File: src/rtl/exe_mem_pipe_reg.sv
`default_nettype none
// ============================================================================
//  Module   : exe_mem_pipe_reg
//  Brief    : EX->MEM pipeline register with valid/ready handshake, a
//             two-entry skid buffer and a synchronous flush. The upstream
//             ready depends only on registered state, never on out_ready.
//  Revision : 1.0  initial release
// ============================================================================
module exe_mem_pipe_reg #(
    parameter int ADDR_W = 32,
    parameter int REG_W  = 4
) (
    input  logic              clk,
    input  logic              rst,          // asynchronous, active-low
    input  logic              flush,
    input  logic              in_valid,
    output logic              in_ready,
    input  logic [ADDR_W-1:0] pc_in,
    input  logic [ADDR_W-1:0] alu_res_in,
    input  logic [ADDR_W-1:0] val_rm_in,
    input  logic [REG_W-1:0]  dest_in,
    input  logic              mem_w_en_in,
    input  logic              mem_r_en_in,
    input  logic              wb_en_in,
    output logic              out_valid,
    input  logic              out_ready,
    output logic [ADDR_W-1:0] pc,
    output logic [ADDR_W-1:0] alu_res,
    output logic [ADDR_W-1:0] val_rm,
    output logic [REG_W-1:0]  dest,
    output logic              mem_w_en,
    output logic              mem_r_en,
    output logic              wb_en,
    output logic [1:0]        occupancy
);

    // One stored entry: {pc, alu_res, val_rm, dest, mem_w_en, mem_r_en, wb_en}
    localparam int C_ENT_W = 3*ADDR_W + REG_W + 3;

    // State encoding equals the number of held entries
    typedef enum logic [1:0] {
        S_EMPTY = 2'd0,
        S_ONE   = 2'd1,
        S_TWO   = 2'd2
    } state_t;

    state_t               r_state;
    state_t               w_state_nxt;
    logic [C_ENT_W-1:0]   r_main;
    logic [C_ENT_W-1:0]   r_skid;
    logic [C_ENT_W-1:0]   w_in_ent;
    logic                 w_in_ready;
    logic                 w_out_valid;
    logic                 w_accept;
    logic                 w_pop;
    logic                 w_load_main_in;
    logic                 w_load_main_skid;
    logic                 w_load_skid_in;

    assign w_in_ent    = {pc_in, alu_res_in, val_rm_in, dest_in,
                          mem_w_en_in, mem_r_en_in, wb_en_in};

    // rst is folded in so in_ready is low for the whole reset window
    assign w_in_ready  = rst & (r_state != S_TWO);
    assign w_out_valid = (r_state != S_EMPTY);
    assign w_accept    = in_valid & w_in_ready;
    assign w_pop       = w_out_valid & out_ready;

    // State register
    always_ff @(posedge clk or negedge rst) begin
        if (!rst) begin
            r_state <= S_EMPTY;
        end else begin
            r_state <= w_state_nxt;
        end
    end

    // Next-state and data-movement decode; flush overrides everything
    always_comb begin
        w_state_nxt      = r_state;
        w_load_main_in   = 1'b0;
        w_load_main_skid = 1'b0;
        w_load_skid_in   = 1'b0;
        case (r_state)
            S_EMPTY: begin
                if (w_accept) begin
                    w_state_nxt    = S_ONE;
                    w_load_main_in = 1'b1;
                end
            end
            S_ONE: begin
                if (w_accept && w_pop) begin
                    w_load_main_in = 1'b1;
                end else if (w_accept) begin
                    w_state_nxt    = S_TWO;
                    w_load_skid_in = 1'b1;
                end else if (w_pop) begin
                    w_state_nxt    = S_EMPTY;
                end
            end
            S_TWO: begin
                // No accept is possible here; the older main entry leaves first
                if (w_pop) begin
                    w_state_nxt      = S_ONE;
                    w_load_main_skid = 1'b1;
                end
            end
            default: begin
                w_state_nxt = S_EMPTY;
            end
        endcase
        if (flush) begin
            // Squash held entries and drop the same-cycle input
            w_state_nxt      = S_EMPTY;
            w_load_main_in   = 1'b0;
            w_load_main_skid = 1'b0;
            w_load_skid_in   = 1'b0;
        end
    end

    // Entry storage; contents persist after the slot empties
    always_ff @(posedge clk or negedge rst) begin
        if (!rst) begin
            r_main <= '0;
            r_skid <= '0;
        end else begin
            if (w_load_main_in) begin
                r_main <= w_in_ent;
            end else if (w_load_main_skid) begin
                r_main <= r_skid;
            end
            if (w_load_skid_in) begin
                r_skid <= w_in_ent;
            end
        end
    end

    // Head entry drives the MEM side; side-effect controls gated by validity
    assign pc        = r_main[C_ENT_W-1          -: ADDR_W];
    assign alu_res   = r_main[C_ENT_W-1-ADDR_W   -: ADDR_W];
    assign val_rm    = r_main[C_ENT_W-1-2*ADDR_W -: ADDR_W];
    assign dest      = r_main[REG_W+2 : 3];
    assign mem_w_en  = r_main[2] & w_out_valid;
    assign mem_r_en  = r_main[1] & w_out_valid;
    assign wb_en     = r_main[0] & w_out_valid;
    assign out_valid = w_out_valid;
    assign in_ready  = w_in_ready;
    assign occupancy = r_state;

endmodule
`default_nettype wire

File: config.mk
export PLATFORM = sky130hd
export DESIGN_NAME = exe_mem_pipe_reg
export DESIGN_NICKNAME = d
export VERILOG_FILES = /design/src/rtl/exe_mem_pipe_reg.sv
export SDC_FILE = /design/constraint.sdc
export NUM_CORES = 1
export LEC_CHECK = 0
export CORE_UTILIZATION = 35
export CTS_CLUSTER_SIZE = 30
export DETAILED_ROUTE_END_ITERATION = 16
export PLACE_DENSITY_LB_ADDON = 0.12
export SLEW_MARGIN = 20
export SYNTH_ARGS = -nofsm -noshare
export SYNTH_HDL_FRONTEND = slang
export SYNTH_SLANG_ARGS = --single-unit
File: constraint.sdc
create_clock -name clk -period 1.8 [get_ports clk]
set_input_delay 0.27 -clock clk [delete_from_list [all_inputs] [get_ports clk]]
set_output_delay 0.27 -clock clk [all_outputs]
set_load 0.01 [all_outputs]
==> flow_metrics.py <==
metrics = {
    "worst_setup_path": {
        "r2r-start": "occupancy[1]",
        "cp-startpoint": "occupancy[1]",
        "cp-start-kind": "flop",
        "cp_slowest_stage_delay_ps": 410,
        "path_class": "reg -> reg",
        "cp_slowest_cell": "dfrtp_1",
        "cp.arrival_ps": 2160,
        "worstPathRequired_ps": 2180,
        "cp-end-kind": "flop",
        "cp_max_fo": 34,
        "r2r_cells": 6,
        "crit_cells": 6,
        "cp_num_buf_inv": 3,
        "cp_top_family": "compound AO/OA/AOI/OAI gates",
        "worstPathCellList": "buf_6 > buf_4 > and4bb_4 > o21ba_4 > buf_12 > a221o_1",
        "rrSetupSlack_ps": 10,
    },
    "floorplanning": {
        "die_w_um": 164,
        "fp.coreArea_um2": 25500,
        "initial_utilization": 0.361,
        "row_count": 58,
        "dieArea_um2": 26900,
        "io_pins": 215,
        "die_height_um": 164,
    },
    "global_routing": {
        "grt_max_degree": 155,
        "antenna_found_initial": 0,
        "grt_pass1_wl_um": 34600,
        "grt-ovfl-total": 0,
        "grt_pass1_vias": 6351,
        "track_usage": 0.163,
    },
    "timing": {
        "final.min_clock_period_ps": 1790,
        "fin_hold_ws_ps": 397,
        "finClkSkew_ps": 6.44,
        "rsz0062_at_grt": "true",
        "slew-limit-headroom": 0.387,
        "tightest_slew_ps": 919,
        "setup_viol": 0,
        "period_share": 0.993,
        "final_hold_viol_count": 0,
        "tns_ps": 0,
        "fmax_mhz": 559,
        "drv_slew": 0,
    },
    "power": {
        "max-vdd-ir-drop_mv": 0.580,
        "power_density_nw_per_um2": 1120,
        "leakagePower_nw": 5.39,
        "fin_total_pwr_mw": 13.4,
    },
    "synth": {
        "synth_flop_cell": "dfrtp_1",
        "syn_inst": 681,
        "async_flop_share": 1.00,
        "syn-num-nets": 789,
        "avgSynthCellArea_um2": 13.5,
        "ys_warn_count": 0,
        "synth_largest_area_cell": "dfrtp_1",
        "synth_area_um2": 9200,
        "synth_edf_count": 0,
        "yosysSeqAreaShare": 0.566,
        "synth_top_area_frac": 0.566,
        "yosysUniqueCellTypes": 23,
        "ys_ff_latch": 208,
        "synthTopCellsByArea": "dfrtp_1, mux2_2, a221o_1",
    },
    "place": {
        "gp_congestion": 0.777,
        "post-dp-hpwl_um": 14200,
        "place_inst": 1106,
        "port_buffers": 214,
    },
    "routing": {
        "first_pass_iters": 4,
        "drc": 0,
        "wl_per_cell_um": 18.9,
        "via_per_inst": 5.10,
        "first_iter_violations": 244,
        "antenna_left": 0,
        "vias": 5878,
        "wl_um": 21800,
    },
    "clock_tree": {
        "cts-root-buf": "clkbuf_16",
        "cts_max_level": 1,
        "cts_tree": "done",
        "worstSkewPairLatency_ps": 500,
        "cts_buffer_depth": 3,
        "clock-sinks": 208,
        "clk_pin_slew_ps": 60,
        "numCtsBuffers": 24,
    },
    "final_layout": {
        "multi_input_area_um2": 3010,
        "nNetsFinal": 916,
        "drive_above_1_share": 0.214,
        "post-route-util": 0.468,
        "fillCellCount": 2265,
        "areaGrowthSynthToFinish_pct": 29.6,
        "antenna_cells": 0,
        "seq_area_um2": 5210,
        "final_cells": 1153,
    },
    "worst_hold_path": {
        "hold_start": "out_ready",
        "min_path_type": "in -> reg",
        "worstHoldPathCells": 2,
    },
    "flow_run": {
        "drv_cap": 0,
    },
    "run_status": {
        "status": "complete, no violations",
    },
}
[synth_stat cells, drive strengths merged (2+ instances only)]
library cell / instances
dfrtp: 208
buf: 128
and2: 104
a221o: 103
mux2: 103
clkbuf: 16
nor2b: 3
a211oi: 2
inv: 2
nand2b: 2
nor2: 2
[area by class of cell]
type,count,area share
Inverter,2,0.000630
Clock buffer,37,0.0613
Timing Repair Buffer,245,0.208
Tap cell,330,0.0346
Sequential cell,208,0.437
Clock inverter,4,0.00609
Multi-Input combinational cell,327,0.253
[cells by family (layout without fill, tap and decap cells)]
group,Yosys count,after routing,share of synthesized area
DFF,208,208,0.566
buffers and inverters,146,288,0.110
and+or+nand+nor,117,117,0.0819
AOI/OAI and AO/OA,107,107,0.116
muxes,103,103,0.126
[state kept, by name, indices dropped and copies added, names as in the netlist]
name	count
r_main	103
r_skid	103
occupancy	2
[path summary, 6_finish.rpt]
path,end
worst max-delay path,r_main[83]
worst min-delay path,occupancy[1]
worst max register to register,r_main[83]
worst min register to register,r_skid[97]
max in group asynchronous,r_main[64]
min in group asynchronous,r_main[100]
[per-stage QoR]
stage	instance area, um2	setup slack, ps
floorplan	9200	191
global placement	11100	-193
detailed placement	11100	-228
CTS	11900	-66.2
global route	11900	-41.6
finish	11900	12.6
[what timing repair did]
action / in CTS / in global routing
setup endpoints to repair: 6 / 15
hold buffers: 1 / 0
setup buffers: 2 / 3
gates resized for setup: 18 / 8
pin swaps: 0 / 0
endpoints found under the hold margin: 25 / 0
[routing by layer]
layer,share of wire,global-route usage,routed length (um),up-vias
met3,0.068,0.0402,1490,39
met1,0.44,0.213,9520,3026
met2,0.47,0.264,10200,188
met4,0.025,0.0501,542,0
met5,0,0,0,-
li1,-,-,-,2625
[where the power goes]
| part | internal (mW) | total (mW) | switching [mW] |
|---|---|---|---|
| logic | 1.62 | 2.51 | 0.894 |
| registers | 5.51 | 5.97 | 0.458 |
| clock network | 3.05 | 4.89 | 1.84 |
| total | 10.2 | 13.4 | 3.19 |
[placed cells by master, fill, tap and decap left out, drive strengths merged, types with 2 or more instances in the layout]
cell           instances
dfrtp                208
clkdlybuf4s50        207
and2                 104
a221o                103
mux2                 103
clkbuf                39
buf                   33
nor2b                  3
nor2                   2
inv                    2
a211oi                 2
bufinv                 2
dlygate4sd2            2
nand2b                 2
No activity file was read; power rests on OpenSTA's default activity.
